File: src/rtl/mux_rr_arbiter8.sv
// Round-robin owner selection for a shared 8:1 mux datapath.
// Grants are burst-limited and separated by one idle cycle on handover.
module mux_rr_arbiter8 #(
  parameter int unsigned MAX_HOLD = 16
) (
  input  logic       clk,
  input  logic       rst,
  input  logic [7:0] req,
  output logic [7:0] gnt,
  output logic [2:0] sel,
  output logic       gnt_valid
);

  typedef enum logic {IDLE, BUSY} state_e;

  localparam bit LIMITED = (MAX_HOLD != 0);
  localparam logic [7:0] HOLD_LAST =
    LIMITED ? 8'(MAX_HOLD - 1) : 8'd0;

  state_e     state_q, state_d;
  logic [2:0] ptr_q, ptr_d;
  logic [2:0] sel_q, sel_d;
  logic [7:0] cnt_q, cnt_d;
  logic [7:0] gnt_q, gnt_d;
  logic       gv_q, gv_d;

  logic [2:0] win;
  logic [2:0] idx;
  logic       rel;

  // Scan downward so the lowest offset from ptr wins.
  always_comb begin
    win = ptr_q;
    idx = '0;
    for (int k = 7; k >= 0; k--) begin
      idx = ptr_q + 3'(k);
      if (req[idx]) win = idx;
    end
  end

  assign rel = !req[sel_q] ||
               (LIMITED && (cnt_q == HOLD_LAST));

  always_comb begin
    state_d = state_q;
    ptr_d   = ptr_q;
    sel_d   = sel_q;
    cnt_d   = cnt_q;
    gnt_d   = gnt_q;
    gv_d    = gv_q;
    unique case (state_q)
      IDLE: begin
        if (|req) begin
          state_d = BUSY;
          gnt_d   = 8'd1 << win;
          sel_d   = win;
          gv_d    = 1'b1;
          cnt_d   = 8'd0;
        end
      end
      BUSY: begin
        if (rel) begin
          state_d = IDLE;
          gnt_d   = 8'd0;
          gv_d    = 1'b0;
          ptr_d   = sel_q + 3'd1;
        end else if (cnt_q != 8'hFF) begin
          cnt_d = cnt_q + 8'd1;
        end
      end
      default: state_d = IDLE;
    endcase
  end

  always_ff @(posedge clk) begin
    if (rst) begin
      state_q <= IDLE;
      ptr_q   <= 3'd0;
      sel_q   <= 3'd0;
      cnt_q   <= 8'd0;
      gnt_q   <= 8'd0;
      gv_q    <= 1'b0;
    end else begin
      state_q <= state_d;
      ptr_q   <= ptr_d;
      sel_q   <= sel_d;
      cnt_q   <= cnt_d;
      gnt_q   <= gnt_d;
      gv_q    <= gv_d;
    end
  end

  assign gnt       = gnt_q;
  assign sel       = sel_q;
  assign gnt_valid = gv_q;

endmodule

File: config.mk
export PLATFORM = sky130hd
export DESIGN_NAME = mux_rr_arbiter8
export DESIGN_NICKNAME = d
export VERILOG_FILES = /design/src/rtl/mux_rr_arbiter8.sv
export SDC_FILE = /design/constraint.sdc
export NUM_CORES = 1
export LEC_CHECK = 0
export ABC_AREA = 1
export CORE_MARGIN = 3
export CORE_UTILIZATION = 45
export DETAILED_ROUTE_END_ITERATION = 10
export PLACE_DENSITY = 0.71
export SYNTH_ARGS = -nofsm -noshare
export SYNTH_HDL_FRONTEND = slang
export SYNTH_SLANG_ARGS = --single-unit
File: constraint.sdc
create_clock -name clk -period 2.3 [get_ports clk]
set_input_delay 0.46 -clock clk [delete_from_list [all_inputs] [get_ports clk]]
set_output_delay 0.46 -clock clk [all_outputs]
set_load 0.02 [all_outputs]
### After elaboration in Yosys (flattened, before gate mapping)

Cells that the tools add are included.

| storage, ports and cells | value |
|---|---|
| register bits | 24 |
| output and inout port bits | 12 |
| input port bits | 10 |
| word-level logic and storage cells | 78 |

| cells by class | value |
|---|---|
| reduce and logical (&&, ||, !) cells | 7 |
| multiplexer cells | 39 |
| bitwise operators | 1 |
| order comparisons | 9 |
| shift-type cells | 1 |
| add/sub/neg operators | 9 |
| equality and inequality tests | 6 |

Operators by type and width:

| kind | count |
|---|---|
| 2-to-1 mux 8 bit | 5 |
| < comparator 3 x 4 -> 1 bit, second input constant | 9 |
| one-hot mux 8 bit (2 select lines) | 2 |
| binary-select mux 1 bit (select 3 bit) | 9 |
| 2-to-1 mux 3 bit | 8 |
| 2-to-1 mux 1 bit | 13 |
| adder 3 bit, second input constant | 4 |
| adder 8 x 1 -> 8 bit, second input constant | 1 |
| == test 8 x 4 -> 1 bit, second input constant | 1 |
| != test 8 bit, second input constant | 1 |
| OR reduction 8 bit | 1 |
| left shift 1 x 3 -> 8 bit, first input constant | 1 |
| adder 3 x 1 -> 3 bit, second input constant | 2 |
| adder 3 x 2 -> 3 bit, second input constant | 2 |
| AND reduction 2 bit | 3 |
| != test 2 x 1 -> 1 bit, second input constant | 2 |
| != test 2 bit, second input constant | 2 |
| one-hot mux 1 bit (2 select lines) | 2 |
| AND reduction 3 bit | 1 |
| logical NOT 1 bit | 1 |
| logical OR 1 bit | 1 |
| inverter 1 bit | 1 |

### Longest topological paths before layout

Gate-level depths: netlist (run 1).

| logic depth | value |
|---|---|
| depth in word-level cells | 14 |
| mapped depth | 22 |
| depth with buffers taken out | 21 |

### Worst setup path before layout (run 1)

OpenSTA, ideal clock, no wires.

| timing | value |
|---|---|
| path type | flip-flop to flip-flop |
| start point | register ptr_q[0] |
| end point | register gnt_q[3], in the netlist gnt[3] |
| data required time | 2.172 ns |
| library setup time | 0.128 ns |
| path buffers | 1 |
| setup slack | 0.190 ns |
| arrival time | 1.982 ns |
| cell stages (with the launch flop) | 20 |
| clock period less this slack | 2.110 ns |
| cell sequence | dfxtp_1 inv_2 buf_6 ha_1 inv_2 nand3_2 nand3_2 nand2_2 a21oi_1 nand2_1 nand2_1 nand2_1 nand2_1 nand2_1 nand2_2 nand2_4 nand2_1 nor2_1 nor2_1 nor2_1 |

| on the way | value |
|---|---|
| cells in the longest elaborated chain, start to end | 14 |
| elaborated cells between the ends (all ways) | 34 |
| those cells by class | 7 x add/sub; 1 x shift; 26 x mux |

Ends and longest elaborated chain:

| what | line | text |
|---|---|---|
| start: declaration | 21 | `logic [2:0] ptr_q, ptr_d;` |
| start signal: assignment | 85 | `ptr_q <= ptr_d;` |
| adder 3 bit | 36 | `idx = ptr_q + 3'(k);` |
| binary-select mux 1 bit (select 3 bit) | 37 | `if (req[idx]) win = idx;` |
| 2-to-1 mux 1 bit (not written as such) | 37 |  |
| 2-to-1 mux 3 bit (7 in series) | 37 |  |
| 2-to-1 mux 3 bit * | 37 |  |
| left shift 1 x 3 -> 8 bit * | 55 | `gnt_d = 8'd1 << win;` |
| 2-to-1 mux 8 bit * | 53 | `if (\|req) begin` |
| one-hot mux 8 bit (2 select lines) * | 51 | `unique case (state_q)` |
| end signal: assignment | 88 | `gnt_q <= gnt_d;` |
| end: declaration | 24 | `logic [7:0] gnt_q, gnt_d;` |

Mark *: on every way between the ends. The rest lies on a longest branch, timed or not. The select of a mux whose other input is x is not followed.
A chain may end at the register's enable or synchronous reset.

### Worst setup path after layout (run 1)

| timing | value |
|---|---|
| start point | register ptr_q[0] |
| end point | register gnt_q[7], in the netlist gnt[7] |

Same word-level chain as after synthesis.

==> results of run 1 <==
==> cells in the mapped netlist (all sizes together) <==
cell type  number
nand2          92
nand3          45
inv            35
nor2           29
dfxtp          24
a21oi          20
o21ai          15
buf             4
ha              4
xor2            4
nor4            3
nor3            2
or2             2
a211oi          1
a21o            1
clkbuf          1
clkinv          1
nand4           1
nor3b           1
o211a           1
xnor2           1
==> area by class of cell <==
cell class | count | share of cell area (%)
flip-flops and latches | 24 | 20.14
multi-input cells | 222 | 52.95
repair buffers | 41 | 16.17
well taps | 50 | 2.608
clock buffers | 4 | 2.295
inverters | 36 | 5.842
==> routing by layer <==
| metal | up-vias | share of wire [%] | track usage, % | routed length (µm) |
|---|---|---|---|---|
| li1 | 1008 | - | - | - |
| met1 | 868 | 47 | 25.85 | 2146 |
| met2 | 40 | 47 | 32.96 | 2146 |
| met3 | 5 | 4.4 | 2.841 | 199 |
| met4 | 0 | 1.3 | 7.307 | 57 |
| met5 | - | 0 | 0 | 0 |
==> sequential cells by signal, indices dropped and copies added (netlist names) <==
register,cells
cnt_q,8
gnt,8
ptr_q,3
sel,3
gnt_valid,1
state_q,1
==> critical path, stage by stage, from the launching register on <==
cell	delay, ns
dfxtp_2	0.35
inv_2	0.05
ha_4	0.27
inv_4	0.11
nand3_2	0.10
nand3_2	0.09
nand2_1	0.05
nand3_1	0.06
nand2_1	0.05
nand2_1	0.06
nand2_1	0.05
nand2_1	0.05
nand2_1	0.05
nand2_1	0.05
nand2_1	0.06
nand2_1	0.07
nand2_2	0.10
nor2_4	0.17
nand2_1	0.07
a21oi_1	0.13
==> per-stage QoR <==
step | TNS [ns] | area [µm²] | utilization (%) | worst slack [ns] | hold slack, ns
floorplan | 0 | 1906 | - | 0.1900 | 0.4547
global placement | -0.8809 | 2283 | 56.68 | -0.1152 | 0.4550
detailed placement | -1.324 | 2283 | 56.68 | -0.1359 | 0.4572
CTS | 0 | 2338 | 58.04 | 0.06347 | 0.4696
global route | 0 | 2399 | 59.53 | 0.02613 | 0.4984
finish | 0 | 2399 | 59.53 | 0.2436 | 0.4646
==> logic make-up after synthesis <==
logic type / count (synthesis) / share of synthesized area [%]
xor gates and xnor gates: 5 / 3.678
DFF: 24 / 25.21
buffers and inverters: 41 / 9.587
and+or+nand+nor: 175 / 48.19
adders and majority gates: 4 / 2.627
AOI/OAI and AO/OA: 38 / 10.70
==> final timing paths <==
kind | from | to | slack [ns] | cells after the start
worst max-delay path | ptr_q[0] | gnt[7] | 0.24 | 19
worst min-delay path | gnt[6] | gnt[6] | 0.46 | 2
worst max register to register | ptr_q[0] | gnt[7] | 0.24 | 19
worst min register to register | gnt[6] | gnt[6] | 0.46 | 2
==> where the power goes <==
part / internal, mW / switching [mW] / leakage, nW
sequential: 0.520 / 0.100 / 0.196
clock: 0.153 / 0.136 / 0.0288
combinational: 1.03 / 1.61 / 0.934
total: 1.71 / 1.85 / 1.16
==> repair_timing <==
action | 4_1_cts | 5_1_grt
setup endpoints to repair | 0 | 12
gates resized for setup | 0 | 18
hold buffers | 0 | 0
==> impl_metrics.xml, run 1 <==
<?xml version="1.0" encoding="UTF-8"?>
<metrics>
  <group name="detailed_routing">
    <metric name="detail_route.iter0.violations" unit="">132</metric>
    <metric name="dr.pass1.iters" unit="">4</metric>
    <metric name="detail_route.vias_per_cell" unit="">5.095</metric>
    <metric name="detail_route.wl_per_cell" unit="µm">12.07</metric>
    <metric name="totalWireLength" unit="µm">4550</metric>
    <metric name="via_count" unit="">1921</metric>
    <metric name="antenna_violating_nets_left" unit="">0</metric>
    <metric name="drc" unit="">0</metric>
  </group>
  <group name="sta">
    <metric name="final.period_utilization" unit="%">89.41</metric>
    <metric name="timing.slew.headroom" unit="%">75.24</metric>
    <metric name="achievable-frequency" unit="GHz">0.4863</metric>
    <metric name="layout_min_cycle_time" unit="ns">2.056</metric>
    <metric name="timing.clock.skew" unit="ns">0.001666</metric>
    <metric name="report.final.slew_viol_count" unit="">0</metric>
    <metric name="rsz_0062_raised_after_global_routing" unit="">false</metric>
    <metric name="worst-slew-pin-transition" unit="ns">0.3680</metric>
    <metric name="timing.final.setup_violations" unit="">0</metric>
    <metric name="hold_violation_count_in_the_final_report" unit="">0</metric>
  </group>
  <group name="final_layout">
    <metric name="mostFrequentLayoutCell" unit="">nand2_1</metric>
    <metric name="area_growth" unit="%">25.87</metric>
    <metric name="filler_cell_count_in_the_final_layout" unit="">398</metric>
    <metric name="fin_cells" unit="">377</metric>
    <metric name="most-common-layout-cells" unit="">nand2_1 (74), nand3_1 (31), inv_1 (27), nor2_1 (22), dfxtp_1 (22)</metric>
    <metric name="multi_input_area" unit="µm²">1270</metric>
    <metric name="antennaDiodeCount" unit="">0</metric>
    <metric name="ff_latch_area" unit="µm²">483.0</metric>
    <metric name="final_layout_size_suffix_gt1_share" unit="%">25.38</metric>
    <metric name="finalNetCount" unit="">342</metric>
  </group>
  <group name="floorplan">
    <metric name="floorplan.die.width" unit="µm">71.08</metric>
    <metric name="pin_count" unit="">22</metric>
    <metric name="initial_core_util" unit="%">47.30</metric>
    <metric name="die-area" unit="µm²">5052</metric>
    <metric name="std_cell_rows" unit="">23</metric>
    <metric name="placeableCoreArea" unit="µm²">4029</metric>
    <metric name="die_height" unit="µm">71.08</metric>
  </group>
  <group name="critical_path">
    <metric name="timing.critical_path.arrival" unit="ns">2.26</metric>
    <metric name="timing.critical_path.required" unit="ns">2.50</metric>
    <metric name="worstPathMaxFanout" unit="">6</metric>
    <metric name="end_kind" unit="">flop</metric>
    <metric name="worst_setup_path_start_kind" unit="">flop</metric>
    <metric name="timing.setup.critical_path_class" unit="">flop to flop</metric>
  </group>
  <group name="logic_synthesis">
    <metric name="post_synth_inst_count" unit="">287</metric>
    <metric name="post_synth_main_area_contributors" unit="">dfxtp_1 (25%), nand2_1 (15%), nand3_1 (8.1%)</metric>
    <metric name="synth_area_leader_cell" unit="">dfxtp_1</metric>
    <metric name="postSynthRegisterBits" unit="">24</metric>
    <metric name="synth.net_count" unit="">301</metric>
    <metric name="postSynthAreaPerCell" unit="µm²">6.640</metric>
    <metric name="synth_warn" unit="">0</metric>
    <metric name="number_of_unique_standard_cell_types_used_by_synthesis" unit="">36</metric>
    <metric name="synth_top_cell_area_share" unit="%">25.21</metric>
    <metric name="synth.cell_area" unit="µm²">1906</metric>
    <metric name="ys_seq_area_share" unit="%">25.21</metric>
  </group>
  <group name="clock_tree">
    <metric name="cts-root-buf" unit="">clkbuf_8</metric>
    <metric name="cts-buffers-inserted" unit="">3</metric>
    <metric name="path_clk_slew" unit="ns">0.08</metric>
    <metric name="cts_tree" unit="">yes</metric>
    <metric name="h-tree-depth" unit="">1</metric>
    <metric name="cts_sinks" unit="">24</metric>
    <metric name="cts.path.max_buffers" unit="">2</metric>
    <metric name="cts.repair_timing.setup_buffer_count" unit="">0</metric>
    <metric name="clock_latency" unit="ns">0.27</metric>
  </group>
  <group name="global_routing">
    <metric name="vias_in_the_first_global_route" unit="">1907</metric>
    <metric name="grt_first_pass_wirelength" unit="µm">8259</metric>
    <metric name="antenna_found_initial" unit="">0</metric>
    <metric name="global_route.usage.total" unit="%">19.75</metric>
    <metric name="grt_overflow" unit="">0</metric>
    <metric name="largest_net_degree_at_the_start_of_global_routing" unit="">14</metric>
  </group>
  <group name="place">
    <metric name="count_of_port_buffers_added_during_placement" unit="">21</metric>
    <metric name="dp.cells" unit="">373</metric>
    <metric name="gp_routability_congestion" unit="">0.9013</metric>
    <metric name="detailedPlacementHpwl" unit="µm">3508</metric>
  </group>
  <group name="power">
    <metric name="p_per_area" unit="nW/µm²">1483</metric>
    <metric name="power" unit="mW">3.556</metric>
    <metric name="vdd.ir_drop.worst" unit="V">0.0006616</metric>
    <metric name="lkg_pwr" unit="nW">1.160</metric>
  </group>
  <group name="outcome">
    <metric name="outcome" unit="">finished, final reports clean</metric>
  </group>
  <group name="run">
    <metric name="timing.max_cap.violations" unit="">0</metric>
  </group>
  <group name="min_path">
    <metric name="holdCritPathClass" unit="">flop to flop</metric>
  </group>
</metrics>
Note: power is estimated with default switching activity, not from simulation.
==> run 2: changes to the inputs <==
==> constraint.sdc (replaced) <==
create_clock -name clk -period 1.75 [get_ports clk]
set_input_delay 0.35 -clock clk [delete_from_list [all_inputs] [get_ports clk]]
set_output_delay 0.35 -clock clk [all_outputs]
set_load 0.02 [all_outputs]
==> run 2 against run 1 <==
Effect of this change:
- the run now ends with negative setup slack left
- utilization increased by 10 points
- flip-flop and latch count unchanged
- wire length is 19% higher
- maximum frequency is 0.49% lower
- sequential share of layout area decreased by 2.3 points
- via count is 9.5% higher
- clock skew rose by 0.0062 ns
- clock power increased by 28%
- die area unchanged
- cell area grew 17%
- largest cell class unchanged
==> impl_metrics.xml, run 2 (synthesized netlist as in run 1, its figures left out) <==
<?xml version="1.0" encoding="UTF-8"?>
<metrics>
  <group name="global_routing">
    <metric name="largest_net_degree_at_the_start_of_global_routing" unit="">14</metric>
    <metric name="global_route.usage.total" unit="%">21.12</metric>
    <metric name="antenna_found_initial" unit="">0</metric>
    <metric name="grt_first_pass_wirelength" unit="µm">8804</metric>
    <metric name="vias_in_the_first_global_route" unit="">1920</metric>
    <metric name="grt_overflow" unit="">0</metric>
  </group>
  <group name="final_layout">
    <metric name="most-common-layout-cells" unit="">nand2_1 (65), buf_4 (48), nand3_1 (26), inv_1 (24), nand2_2 (22)</metric>
    <metric name="final_layout_size_suffix_gt1_share" unit="%">42.90</metric>
    <metric name="finalNetCount" unit="">374</metric>
    <metric name="antennaDiodeCount" unit="">0</metric>
    <metric name="post-route-cell-area" unit="µm²">2806</metric>
    <metric name="mostFrequentLayoutCell" unit="">nand2_1</metric>
    <metric name="area_growth" unit="%">47.28</metric>
  </group>
  <group name="place">
    <metric name="post_dp_cell_area" unit="µm²">2511</metric>
    <metric name="preCtsSetupSlack" unit="ns">-0.5643</metric>
    <metric name="count_of_port_buffers_added_during_placement" unit="">21</metric>
    <metric name="detailedPlacementHpwl" unit="µm">3892</metric>
    <metric name="gp_routability_congestion" unit="">0.8666</metric>
  </group>
  <group name="critical_path">
    <metric name="timing.critical_path.required" unit="ns">1.95</metric>
    <metric name="r2r_end" unit="">gnt[0]</metric>
    <metric name="worst_setup_path_start_kind" unit="">flop</metric>
    <metric name="worstPathMaxFanout" unit="">6</metric>
    <metric name="end_kind" unit="">flop</metric>
    <metric name="timing.critical_path.arrival" unit="ns">2.27</metric>
    <metric name="reg2reg_setup_slack" unit="ns">-0.32</metric>
    <metric name="regToRegStartpoint" unit="">ptr_q[0]</metric>
    <metric name="timing.setup.critical_path_class" unit="">flop to flop</metric>
    <metric name="r2r_cells" unit="">18</metric>
  </group>
  <group name="detailed_routing">
    <metric name="detail_route.iter0.violations" unit="">136</metric>
    <metric name="detail_route.vias_per_cell" unit="">5.142</metric>
    <metric name="dr.pass1.iters" unit="">4</metric>
    <metric name="via_count" unit="">2103</metric>
    <metric name="drc" unit="">0</metric>
    <metric name="totalWireLength" unit="µm">5403</metric>
    <metric name="detail_route.wl_per_cell" unit="µm">13.21</metric>
    <metric name="antenna_violating_nets_left" unit="">0</metric>
  </group>
  <group name="clock_tree">
    <metric name="cts-root-buf" unit="">clkbuf_8</metric>
    <metric name="cts_tree" unit="">yes</metric>
    <metric name="clock_latency" unit="ns">0.27</metric>
    <metric name="cts_sinks" unit="">24</metric>
    <metric name="h-tree-depth" unit="">1</metric>
    <metric name="cts-buffers-inserted" unit="">3</metric>
    <metric name="path_clk_slew" unit="ns">0.08</metric>
    <metric name="cts.path.max_buffers" unit="">2</metric>
  </group>
  <group name="power">
    <metric name="power_share_of_the_sequential_group" unit="%">15.4</metric>
    <metric name="vdd.ir_drop.worst" unit="V">0.001027</metric>
    <metric name="netSwitchingPower" unit="mW">2.749</metric>
    <metric name="lkg_pwr" unit="nW">1.315</metric>
    <metric name="switching_share" unit="%">51.15</metric>
    <metric name="intPower" unit="mW">2.625</metric>
    <metric name="combPwrFrac" unit="%">77.7</metric>
    <metric name="p_per_area" unit="nW/µm²">1915</metric>
    <metric name="pwr-share-clk" unit="%">6.9</metric>
  </group>
  <group name="floorplan">
    <metric name="die-area" unit="µm²">5052</metric>
    <metric name="pin_count" unit="">22</metric>
    <metric name="initial_core_util" unit="%">47.30</metric>
    <metric name="std_cell_rows" unit="">23</metric>
    <metric name="die_height" unit="µm">71.08</metric>
    <metric name="floorplan.die.width" unit="µm">71.08</metric>
    <metric name="placeableCoreArea" unit="µm²">4029</metric>
  </group>
  <group name="min_path">
    <metric name="holdCritPathClass" unit="">flop to flop</metric>
    <metric name="min_delay_worst_endpoint" unit="">gnt[6]</metric>
    <metric name="whs_path_depth" unit="">2</metric>
    <metric name="hold_path_startpoint" unit="">gnt[6]</metric>
  </group>
  <group name="outcome">
    <metric name="outcome" unit="">complete, but fails checks</metric>
    <metric name="violations" unit="">negative setup slack</metric>
  </group>
  <group name="run">
    <metric name="timing.max_cap.violations" unit="">0</metric>
  </group>
  <group name="sta">
    <metric name="report.final.slew_viol_count" unit="">0</metric>
    <metric name="worst_slack" unit="ns">-0.3166</metric>
    <metric name="achievable-frequency" unit="GHz">0.4839</metric>
    <metric name="layout_min_cycle_time" unit="ns">2.067</metric>
    <metric name="final.period_utilization" unit="%">118.1</metric>
    <metric name="timing.slew.headroom" unit="%">81.02</metric>
    <metric name="worst-slew-pin-transition" unit="ns">0.2843</metric>
    <metric name="hold_violation_count_in_the_final_report" unit="">0</metric>
    <metric name="timing.clock.skew" unit="ns">0.007830</metric>
    <metric name="timing.final.setup_violations" unit="">13</metric>
    <metric name="rsz_0062_raised_after_global_routing" unit="">true</metric>
  </group>
</metrics>
==> run 2: cell types whose count changed in the layout (fill, tap and decap cells not counted), moves of 5 or more <==
cell,delta
buf_4,+30
dfxtp_1,-5
dlymetal6s2s_1,-8
nand2_1,-9
nand2_2,+7
nand3_1,-5
==> run 2: how the worst max path moves through the flow <==
| stage | to | startpoint | slack [ns] |
|---|---|---|---|
| after floorplan | gnt[1] | ptr_q[1] | -0.17 |
| after global placement | cnt_q[7] | req[2] | -0.55 |
| after detailed placement | cnt_q[7] | req[2] | -0.56 |
| after CTS | gnt[4] | ptr_q[0] | -0.24 |
| after global routing | gnt[3] | ptr_q[0] | -0.51 |
| final | gnt[0] | ptr_q[0] | -0.32 |
==> run 2: critical path, stage by stage (launching register included) <==
cell     delay (ns)
dfxtp_4        0.37
inv_2          0.06
ha_4           0.34
inv_6          0.07
nand3_2        0.08
nand3_2        0.09
nand2_2        0.10
inv_1          0.04
nand2_1        0.06
nand2_1        0.04
nand2_1        0.05
nand2_1        0.06
nand2_2        0.10
nand2_2        0.07
nand2_1        0.08
nand2_2        0.07
nor2_2         0.11
nand3_1        0.10
a21oi_2        0.11
==> run 2: stage by stage <==
stage	hold WS, ns	TNS, ns	total power, mW	util, %	instances
4_1_cts	0.4724	-2.538	5.013	65.43	407
3_5_place_dp	0.4574	-10.30	4.482	62.33	398
6_report	0.4670	-3.059	5.375	69.66	409
5_1_grt	0.4879	-5.703	5.892	69.66	409
2_1_floorplan	0.4191	-1.443	3.382	-	287
3_3_place_gp	0.4566	-9.743	4.412	62.33	398
==> run 2: per-layer routing <==
metal	vias up	routed length (µm)	track usage, %
li1	1066	-	-
met4	0	66	3.758
met3	9	209	1.989
met5	-	0	0
met2	53	2655	36.97
met1	975	2472	28.47
==> run 2: area by class of cell <==
type                            count  area [µm²]
Timing Repair Buffer               73       615.6
Tap cell                           50       62.56
Multi-Input combinational cell    222        1424
Clock buffer                        4       55.05
Inverter                           36       150.1
Fill cell                         331        1222
Sequential cell                    24       499.2
==> run 2: power groups by stage <==
stage	Combinational [mW]	Sequential (mW)	Clock, mW
4_1_cts	3.81	0.813	0.387
2_1_floorplan	2.47	0.907	0
3_5_place_dp	3.66	0.817	0
5_1_grt	4.63	0.851	0.416
3_3_place_gp	3.60	0.813	0
6_report	4.18	0.827	0.371
==> run 2: repair_timing <==
action / in CTS / in global routing
gates cloned: 0 / 0
pin swaps: 11 / 18
buffers inserted: 5 / 3
setup endpoints to repair: 21 / 22
resized for setup: 27 / 46
hold buffers: 0 / 0
==> run 3: changes to the inputs <==
--- a/config.mk
+++ b/config.mk
@@ -9,7 +9,8 @@
 export CORE_MARGIN = 3
 export CORE_UTILIZATION = 45
 export DETAILED_ROUTE_END_ITERATION = 10
-export PLACE_DENSITY = 0.71
+export DONT_BUFFER_PORTS = 1
+export PLACE_DENSITY = 0.64
 export SYNTH_ARGS = -nofsm -noshare
 export SYNTH_HDL_FRONTEND = slang
 export SYNTH_SLANG_ARGS = --single-unit
==> run 3 against run 2 <==
Effect of this change:
- count of clock-buffer cells in the layout unchanged
- final cell count decreased by 7.8%
- first-iteration DRC count down 27%
- register-to-register slack better by 0.03 ns
- the flow still finishes with violations (negative setup slack)
- worst setup slack better by 0.031 ns
==> impl_metrics.xml, run 3 (synthesized netlist as in run 1, its figures left out) <==
<?xml version="1.0" encoding="UTF-8"?>
<metrics>
  <group name="detailed_routing">
    <metric name="detail_route.iter0.violations" unit="">99</metric>
    <metric name="antenna_violating_nets_left" unit="">0</metric>
    <metric name="dr.pass1.iters" unit="">4</metric>
    <metric name="detail_route.wl_per_cell" unit="µm">13.58</metric>
    <metric name="detail_route.vias_per_cell" unit="">5.149</metric>
    <metric name="drc" unit="">0</metric>
    <metric name="via_count" unit="">1941</metric>
    <metric name="totalWireLength" unit="µm">5120</metric>
  </group>
  <group name="clock_tree">
    <metric name="cts-root-buf" unit="">clkbuf_8</metric>
    <metric name="cts-buffers-inserted" unit="">3</metric>
    <metric name="cts_sinks" unit="">24</metric>
    <metric name="h-tree-depth" unit="">1</metric>
    <metric name="clock_latency" unit="ns">0.27</metric>
    <metric name="cts.path.max_buffers" unit="">2</metric>
    <metric name="path_clk_slew" unit="ns">0.09</metric>
    <metric name="postCtsHoldBufs" unit="">0</metric>
    <metric name="cts_tree" unit="">yes</metric>
  </group>
  <group name="final_layout">
    <metric name="multi_input_area" unit="µm²">1414</metric>
    <metric name="area_growth" unit="%">31.91</metric>
    <metric name="final_layout_size_suffix_gt1_share" unit="%">40.67</metric>
    <metric name="ff_latch_area" unit="µm²">499.2</metric>
    <metric name="most-common-layout-cells" unit="">nand2_1 (66), buf_4 (39), inv_1 (27), nand3_1 (26)</metric>
    <metric name="finalNetCount" unit="">342</metric>
    <metric name="final_core_util" unit="%">62.39</metric>
    <metric name="mostFrequentLayoutCell" unit="">nand2_1</metric>
    <metric name="antennaDiodeCount" unit="">0</metric>
    <metric name="filler_cell_count_in_the_final_layout" unit="">377</metric>
  </group>
  <group name="floorplan">
    <metric name="pin_count" unit="">22</metric>
    <metric name="std_cell_rows" unit="">23</metric>
    <metric name="placeableCoreArea" unit="µm²">4029</metric>
    <metric name="initial_core_util" unit="%">47.30</metric>
    <metric name="floorplan.die.width" unit="µm">71.08</metric>
    <metric name="die-area" unit="µm²">5052</metric>
    <metric name="die_height" unit="µm">71.08</metric>
  </group>
  <group name="sta">
    <metric name="timing.hold.ws" unit="ns">0.1318</metric>
    <metric name="hold_violation_count_in_the_final_report" unit="">0</metric>
    <metric name="worst-slew-pin-transition" unit="ns">0.2779</metric>
    <metric name="timing.clock.skew" unit="ns">0.002149</metric>
    <metric name="worst_slack" unit="ns">-0.2854</metric>
    <metric name="rsz_0062_raised_after_global_routing" unit="">true</metric>
    <metric name="timing.slew.headroom" unit="%">81.30</metric>
    <metric name="layout_min_cycle_time" unit="ns">2.035</metric>
    <metric name="timing.final.setup_violations" unit="">12</metric>
    <metric name="achievable-frequency" unit="GHz">0.4913</metric>
    <metric name="report.final.slew_viol_count" unit="">0</metric>
    <metric name="final.period_utilization" unit="%">116.3</metric>
  </group>
  <group name="place">
    <metric name="detailedPlacementHpwl" unit="µm">3944</metric>
    <metric name="count_of_port_buffers_added_during_placement" unit="">0</metric>
    <metric name="gp_routability_congestion" unit="">0.9015</metric>
  </group>
  <group name="global_routing">
    <metric name="largest_net_degree_at_the_start_of_global_routing" unit="">15</metric>
    <metric name="vias_in_the_first_global_route" unit="">1936</metric>
    <metric name="met3_usage" unit="%">3.693</metric>
    <metric name="global_route.usage.total" unit="%">21.00</metric>
    <metric name="globalRouteMet2Util" unit="%">37.28</metric>
    <metric name="grt_busiest_layer" unit="">met2</metric>
    <metric name="antenna_found_initial" unit="">0</metric>
    <metric name="grt_first_pass_wirelength" unit="µm">8638</metric>
    <metric name="grt_overflow" unit="">0</metric>
    <metric name="grt.met1_usage" unit="%">24.83</metric>
  </group>
  <group name="min_path">
    <metric name="holdCritPathClass" unit="">primary input to flop</metric>
  </group>
  <group name="outcome">
    <metric name="violations" unit="">negative setup slack</metric>
    <metric name="outcome" unit="">complete, but fails checks</metric>
  </group>
  <group name="power">
    <metric name="switching_share" unit="%">51.28</metric>
    <metric name="power_share_of_the_sequential_group" unit="%">17.0</metric>
    <metric name="vdd.ir_drop.worst" unit="V">0.0008906</metric>
    <metric name="combPwrFrac" unit="%">74.9</metric>
    <metric name="lkg_pwr" unit="nW">1.177</metric>
    <metric name="p_per_area" unit="nW/µm²">2115</metric>
    <metric name="netSwitchingPower" unit="mW">2.726</metric>
    <metric name="intPower" unit="mW">2.591</metric>
    <metric name="pwr-share-clk" unit="%">8.1</metric>
    <metric name="power" unit="mW">5.317</metric>
  </group>
  <group name="critical_path">
    <metric name="worst_setup_path_start_kind" unit="">flop</metric>
    <metric name="end_kind" unit="">flop</metric>
    <metric name="worstPathMaxFanout" unit="">6</metric>
    <metric name="timing.critical_path.arrival" unit="ns">2.24</metric>
    <metric name="timing.setup.critical_path_class" unit="">flop to flop</metric>
    <metric name="timing.critical_path.required" unit="ns">1.95</metric>
  </group>
  <group name="run">
    <metric name="timing.max_cap.violations" unit="">0</metric>
  </group>
</metrics>
[run 3: changes by cell type in the layout (fill, tap and decap cells not counted), moves of 4 or more]
cell,before,now
clkdlybuf4s50_1,12,0
nand3_4,1,5
nand3_2,18,14
dlygate4sd2_1,4,0
buf_4,48,39
[run 3: power by group through the flow]
stage / Sequential, mW / Combinational (mW) / Clock [mW]
4_1_cts: 0.897 / 3.70 / 0.444
5_1_grt: 0.923 / 4.47 / 0.462
3_3_place_gp: 0.900 / 3.42 / 0
6_report: 0.903 / 3.98 / 0.433
2_1_floorplan: 0.907 / 2.47 / 0
3_5_place_dp: 0.903 / 3.44 / 0
[run 3: path summary, 6_finish.rpt]
path / startpoint / to / slack [ns] / cells past startpoint
worst max register to register: ptr_q[1] / gnt[0] / -0.29 / 18
worst max-delay path: ptr_q[1] / gnt[0] / -0.29 / 18
worst min-delay path: rst / gnt[5] / 0.13 / 1
worst min register to register: gnt[7] / gnt[7] / 0.56 / 2
[run 3: stage by stage]
step                area (µm²)  std cells  setup slack [ns]  TNS [ns]
global route              2514        377           -0.4869    -5.284
floorplan                 1933        287           -0.1664    -1.443
detailed placement        2248        370           -0.2455    -2.308
global placement          2248        370           -0.2251    -1.842
CTS                       2406        377           -0.2234    -2.324
finish                    2514        377           -0.2854    -2.829
[run 3: critical path, cell delays in order (launching register included)]
cell,delay [ns]
dfxtp_4,0.39
inv_6,0.04
ha_4,0.33
inv_6,0.07
nand3_2,0.10
nand3_2,0.10
nand2_2,0.10
inv_1,0.04
nand2_1,0.05
nand2_1,0.04
nand2_1,0.05
nand2_1,0.05
nand2_2,0.07
nand2_2,0.05
nand2_1,0.07
nand2_2,0.08
nor2_4,0.12
nand3_1,0.08
a21oi_1,0.15
[run 3: what timing repair did]
| item | in CTS | in global routing |
|---|---|---|
| endpoints found under the setup margin | 16 | 19 |
| pin swaps | 5 | 7 |
| buffers inserted | 3 | 0 |
| gates resized for setup | 17 | 27 |
[run 3: layout make-up]
cell class / instances / area share [%]
clock buffers: 4 / 2.638
well taps: 50 / 2.489
inverters: 36 / 5.874
multi-input cells: 222 / 56.25
repair buffers: 41 / 12.89
flip-flops and latches: 24 / 19.86
[run 3: per-layer routing]
metal	vias up	wire length [µm]
li1	1007	-
met1	876	2064
met2	46	2669
met3	12	270
met4	0	115
met5	-	0
